==> src/rtl/npc_pkg.sv <==
// Shared definitions for the NPC pipeline: branch codes, predictor counter states
// and the 2-bit saturating counter step.
package npc_pkg;

    localparam logic [2:0] BR_NONE = 3'b000;
    localparam logic [2:0] BR_JAL  = 3'b001;
    localparam logic [2:0] BR_JALR = 3'b010;
    localparam logic [2:0] BR_BEQ  = 3'b100;
    localparam logic [2:0] BR_BNE  = 3'b101;
    localparam logic [2:0] BR_BLT  = 3'b110;
    localparam logic [2:0] BR_BGE  = 3'b111;

    localparam logic [1:0] SNT = 2'b00;
    localparam logic [1:0] WNT = 2'b01;
    localparam logic [1:0] WT  = 2'b10;
    localparam logic [1:0] ST  = 2'b11;

    function automatic logic [1:0] ctr_next(input logic [1:0] ctr, input logic taken);
        if (taken)
            return (ctr == ST) ? ST : ctr + 2'd1;
        else
            return (ctr == SNT) ? SNT : ctr - 2'd1;
    endfunction

endpackage

==> src/rtl/bht_counter_array.sv <==
// Branch history table: array of 2-bit saturating counters with an asynchronous
// read port and one saturating update port.
module bht_counter_array
    import npc_pkg::*;
#(
    parameter int         ENTRIES = 64,
    parameter logic [1:0] INIT    = WNT,
    localparam int        IW      = $clog2(ENTRIES)
) (
    input  logic          clk,
    input  logic          rst,
    input  logic [IW-1:0] rd_idx,
    output logic [1:0]    rd_ctr,
    input  logic          wr_en,
    input  logic [IW-1:0] wr_idx,
    input  logic          wr_taken
);

    logic [1:0] ctr [ENTRIES];

    // Read-before-write falls out naturally: the read sees the stored value until the edge.
    assign rd_ctr = ctr[rd_idx];

    // NOTE: the table is a flop array, so every entry can be reset; the predictor
    // must start from a known bias rather than whatever power-up leaves behind.
    // NOTE: sequential state uses <= so all flops sample pre-edge values together.
    always_ff @(posedge clk or posedge rst) begin
        if (rst) begin
            for (int i = 0; i < ENTRIES; i++)
                ctr[i] <= INIT;
        end else if (wr_en) begin
            ctr[wr_idx] <= ctr_next(ctr[wr_idx], wr_taken);
        end
    end

endmodule

==> src/rtl/branch_predict_unit.sv <==
// Branch resolution for the pipelined NPC core: condition decode, BHT prediction,
// registered redirect/mispredict pulses and saturating statistics.
module branch_predict_unit
    import npc_pkg::*;
#(
    parameter int         XLEN        = 32,
    parameter int         BHT_ENTRIES = 64,
    parameter logic [1:0] BHT_INIT    = 2'b01,
    parameter int         CNT_W       = 32
) (
    input  logic             clk,
    input  logic             rst,
    input  logic [XLEN-1:0]  pred_pc_i,
    output logic             pred_taken_o,
    input  logic             res_valid_i,
    input  logic [XLEN-1:0]  res_pc_i,
    input  logic [2:0]       res_branch_i,
    input  logic             res_zero_i,
    input  logic             res_less_i,
    input  logic             res_pred_taken_i,
    input  logic             flush_i,
    input  logic             stats_clr_i,
    output logic             pca_src_o,
    output logic             pcb_src_o,
    output logic             redirect_o,
    output logic             redirect_pca_o,
    output logic             redirect_pcb_o,
    output logic             mispredict_o,
    output logic [CNT_W-1:0] br_cnt_o,
    output logic [CNT_W-1:0] mis_cnt_o
);

    localparam int IW = $clog2(BHT_ENTRIES);

    logic       taken;
    logic       cond;
    logic       v;
    logic       mis_n;
    logic       redirect_n;
    logic [1:0] rd_ctr;

    // Only the word-aligned index bits of either PC reach the table.
    logic unused_pc_bits;
    assign unused_pc_bits = ^{pred_pc_i[XLEN-1:IW+2], pred_pc_i[1:0],
                              res_pc_i[XLEN-1:IW+2], res_pc_i[1:0]};

    bht_counter_array #(
        .ENTRIES (BHT_ENTRIES),
        .INIT    (BHT_INIT)
    ) u_bht (
        .clk      (clk),
        .rst      (rst),
        .rd_idx   (pred_pc_i[IW+1:2]),
        .rd_ctr   (rd_ctr),
        .wr_en    (v && cond),
        .wr_idx   (res_pc_i[IW+1:2]),
        .wr_taken (taken)
    );

    assign pred_taken_o = rd_ctr[1];

    // NOTE: every signal driven here gets a default first, so no path can infer a latch.
    always_comb begin
        taken = 1'b0;
        unique case (res_branch_i)
            BR_JAL,
            BR_JALR: taken = 1'b1;
            BR_BEQ:  taken = res_zero_i;
            BR_BNE:  taken = !res_zero_i;
            BR_BLT:  taken = res_less_i;
            BR_BGE:  taken = !res_less_i;
            default: taken = 1'b0;
        endcase
    end

    assign cond      = res_branch_i[2];
    assign pcb_src_o = res_valid_i && taken;
    assign pca_src_o = res_valid_i && (res_branch_i == BR_JALR);

    assign v          = res_valid_i && !flush_i;
    assign mis_n      = v && cond && (taken != res_pred_taken_i);
    assign redirect_n = v && ((res_branch_i == BR_JAL) || (res_branch_i == BR_JALR) || mis_n);

    // A not-taken redirect has pcb_src_o=0 and pca_src_o=0, i.e. restart at PC+4.
    always_ff @(posedge clk or posedge rst) begin
        if (rst) begin
            redirect_o     <= 1'b0;
            redirect_pca_o <= 1'b0;
            redirect_pcb_o <= 1'b0;
            mispredict_o   <= 1'b0;
        end else begin
            redirect_o     <= redirect_n;
            redirect_pca_o <= redirect_n && pca_src_o;
            redirect_pcb_o <= redirect_n && pcb_src_o;
            mispredict_o   <= mis_n;
        end
    end

    always_ff @(posedge clk or posedge rst) begin
        if (rst) begin
            br_cnt_o  <= '0;
            mis_cnt_o <= '0;
        end else if (stats_clr_i) begin
            br_cnt_o  <= '0;
            mis_cnt_o <= '0;
        end else begin
            if (v && cond && (br_cnt_o != '1))
                br_cnt_o <= br_cnt_o + CNT_W'(1);
            if (mis_n && (mis_cnt_o != '1))
                mis_cnt_o <= mis_cnt_o + CNT_W'(1);
        end
    end

endmodule

==> config.mk <==
export PLATFORM = sky130hd
export DESIGN_NAME = branch_predict_unit
export DESIGN_NICKNAME = d
export VERILOG_FILES = /design/src/rtl/npc_pkg.sv /design/src/rtl/bht_counter_array.sv /design/src/rtl/branch_predict_unit.sv
export SDC_FILE = /design/constraint.sdc
export NUM_CORES = 1
export LEC_CHECK = 0
export ABC_AREA = 0
export CORE_AREA = 10 10 172 126
export CTS_BUF_LIST = sky130_fd_sc_hd__clkbuf_4
export DETAILED_ROUTE_END_ITERATION = 12
export DIE_AREA = 0 0 182 136
export PLACE_DENSITY = 0.81
export SYNTH_ARGS = -nofsm -noshare
export SYNTH_HDL_FRONTEND = slang
export SYNTH_SLANG_ARGS = --single-unit
==> constraint.sdc <==
create_clock -name clk -period 9 [get_ports clk]
set_input_delay 2.25 -clock clk [delete_from_list [all_inputs] [get_ports clk]]
set_output_delay 2.25 -clock clk [all_outputs]
set_load 0.01 [all_outputs]
==> impl_metrics.csv <==
group,metric,value,unit
critical_path,startpoint,"pred_pc_i[3]",
power_and_ir_drop,clkPwrFrac,0.317,
run_status,outcome,"complete, no violations",
power_and_ir_drop,irDropWorstVdd,0.0000650,V
clocking,cts_resized,0,
floorplan,dieArea,24800,um^2
global_route,gr-total-overflow,0,
critical_path,start_kind,"primary input",
power_and_ir_drop,p_seq_frac,0.587,
timing,hold_viol_final,0,
timing,postLayoutSetupSlackWorst,1.52,ns
critical_path,cpMostUsedCell,"mux4_2",
timing,relSlewSlack,0.214,
critical_path,cp.arrival,5.23,ns
timing,grt_setup_unrepaired,"no",
floorplan,rows,42,
clocking,cts_hold_buf,0,
clocking,cts_tree,"done",
power_and_ir_drop,swShare,0.292,
logic_synthesis,synthArstFlopShare,1.00,
final_layout,ff_latch_area,4980,um^2
final_layout,drive_gt1_frac,0.221,
power_and_ir_drop,p_sw,464,uW
final_layout,final_area,11600,um^2
clocking,cts_buffers,17,
clocking,cts.sinks,196,
logic_synthesis,avgSynthCellArea,10.7,um^2
run,cap_violations,0,
final_layout,fin_nets,1103,
logic_synthesis,postSynthCellCount,959,
global_route,grt_pass1_wl,42900,um
logic_synthesis,ys_warn_count,0,
logic_synthesis,yosys.area.top_type,"dfrtp_1",
critical_path,critPathKind,"in2out",
final_layout,stdcell_count,1282,
logic_synthesis,synthTopCellsByCount,"169 x nand2_1, 132 x dfrtp_1, 76 x mux2_2",
global_route,grt_antenna_before_repair,1,
floorplan,die_x,182,um
timing,fin_skew,0.0375,ns
timing,min_period,7.48,ns
logic_synthesis,postSynthNetCount,1036,
worst_hold_path,hp-class,"reg2reg",
logic_synthesis,yosysSeqAreaShare,0.488,
worst_hold_path,hold_start,"u_bht.ctr[24]",
timing,period_share,0.831,
drt,vias_per_cell,6.14,
drt,drc,0,
global_route,grt_start_max_net_pins,117,
logic_synthesis,synth_top_area_frac,0.323,
logic_synthesis,synth_edf_count,0,
clocking,clk_pin_slew,0.18,ns
critical_path,slowest_delay,1.06,ns
floorplan,core,18400,um^2
logic_synthesis,synth.distinct_cells,59,
final_layout,syn_to_final_growth,13.2,%
critical_path,cp_slowest_cell,"clkdlybuf4s50_1",
logic_synthesis,synth_most_common_cell,"nand2_1",
placement,hpwl,18000,um
power_and_ir_drop,p_per_area,137,nW/um^2
clocking,cts_root_buf,"clkbuf_4",
logic_synthesis,syn_area,10200,um^2
power_and_ir_drop,p_comb_frac,0.096,
placement,dp_slack,1.58,ns
global_route,grt_pass1_vias,7796,
power_and_ir_drop,internal_power,1120,uW
power_and_ir_drop,p_total,1590,uW
timing,setup_violations,0,
clocking,clock_latency,0.61,ns
clocking,cts_max_path_buffers,2,
drt,ant_nets,0,
critical_path,critical_path.cell_chain,"clkdlybuf4s50_1 > mux4_2 > mux4_2 > mux4_2 > clkdlybuf4s50_1",
floorplan,start_util,0.554,
timing,worstMarginPinSlew,1.18,ns
timing,final-max-slew-violation-count,0,
clocking,htree_levels,4,
drt,drt_first_pass_iters,6,
final_layout,multi_input_area,4930,um^2
drt,wire_per_inst,20.6,um
timing,final.setup.tns,0,ns
placement,portBuffers,93,
placement,dp_cells,1249,
placement,placed_area,11300,um^2
logic_synthesis,synth_area_leaders,"dfrtp_1 32%, dfstp_2 16%, mux2_2 8.4%",
drt,vias,7867,
critical_path,cp_max_fo,16,
timing,fmax,0.134,GHz
clocking,postCtsSetupRepairBufs,0,
logic_synthesis,synth_ff_type,"dfrtp_1",
placement,place.gp.congestion,0.898,
floorplan,die_h,136,um
critical_path,end_kind,"primary output",
drt,wirelength,26400,um
critical_path,r2r-start,"u_bht.ctr[48]",
final_layout,fillers,1451,
drt,drt_iter0_markers,748,
floorplan,io_pins,146,
global_route,grt_usage,0.214,
critical_path,cp.required,6.75,ns
power_and_ir_drop,p_leak,0.00465,uW
logic_synthesis,synth-seq-cells,196,
kinds of logic after synthesis:
logic type               count (synthesis)  synth area share
AND/OR/NAND/NOR                        377             0.173
AO/OA/AOI/OAI                          133            0.0792
flip-flops                             196             0.488
adder cells (fa/ha/maj)                  4           0.00453
multiplexers                           125             0.173
buffers and inverters                   67            0.0317
XOR/XNOR                                57            0.0503
cells in the final DEF, fill, tap and decap left out, drive strengths merged, types with 4 or more instances in the layout:
cell type      Yosys  layout
and2               7       7
nand3             26      26
nor4               9       9
xnor2             25      25
a211oi             5       5
and3              13      13
nor2              70      70
and4              10      10
nand4b             4       4
mux4              34      34
mux2i             15      15
nand4             22      22
or3                8       8
dfstp             64      64
clkinv             0       4
nor3              18      18
a221oi             6       6
clkbuf            31      17
o21ai             73      73
xor2              31      31
mux2              76      76
buf               24      13
inv               12      21
o2bb2ai            4       4
dfrtp            132     132
clkdlybuf4s50      0      90
nor2b              5       5
a21oi             15      15
nand2            169     169
sequential cells by signal (all words and copies together), names as in the netlist:
name / cells
redirect_pca_o: 1
redirect_pcb_o: 1
redirect_o: 1
br_cnt_o: 32
mispredict_o: 1
u_bht.ctr: 128
mis_cnt_o: 32
critical path, delay by kind of cell:
| family | cells | cell delay (ns) |
|---|---|---|
| buffers and inverters | 2 | 1.55 |
| muxes | 3 | 1.42 |
path summary, 6_finish.rpt:
path	end	slack, ns	cells after the start
hold / removal	u_bht.ctr[24]	0.49	2
setup reg to reg	u_bht.ctr[14]	5.60	8
hold reg to reg	u_bht.ctr[24]	0.49	2
max in group asynchronous	u_bht.ctr[95]	5.26	3
setup / recovery	pred_taken_o	1.52	5
min in group asynchronous	br_cnt_o[16]	2.17	2
stage by stage:
step | utilization | hold slack [ns]
after floorplan | - | 0.455
after global placement | 0.611 | 0.463
after detailed placement | 0.611 | 0.469
after CTS | 0.627 | 0.490
after global routing | 0.627 | 0.509
final | 0.627 | 0.488
layer usage:
layer  wire (um)  track usage
met5           0            0
met4         546       0.0703
met3        2350       0.0547
met2       11800        0.314
met1       11700        0.305
layout make-up:
| class | instances | share of cell area |
|---|---|---|
| clock buffers | 17 | 0.0110 |
| inverters | 12 | 0.00454 |
| well taps | 242 | 0.0262 |
| multi-input cells | 696 | 0.426 |
| flip-flops and latches | 196 | 0.431 |
| clock inverters | 15 | 0.0157 |
| repair buffers | 103 | 0.0856 |
| diodes | 1 | 0.000216 |
power groups by stage:
| stage | Clock, uW | Combinational, uW | Sequential, uW |
|---|---|---|---|
| finish | 504 | 152 | 931 |
| global route | 552 | 168 | 934 |
| CTS | 513 | 152 | 931 |
| detailed placement | 0 | 152 | 945 |
| global placement | 0 | 148 | 944 |
| floorplan | 0 | 105 | 940 |
(Power assumes the default switching activity.)
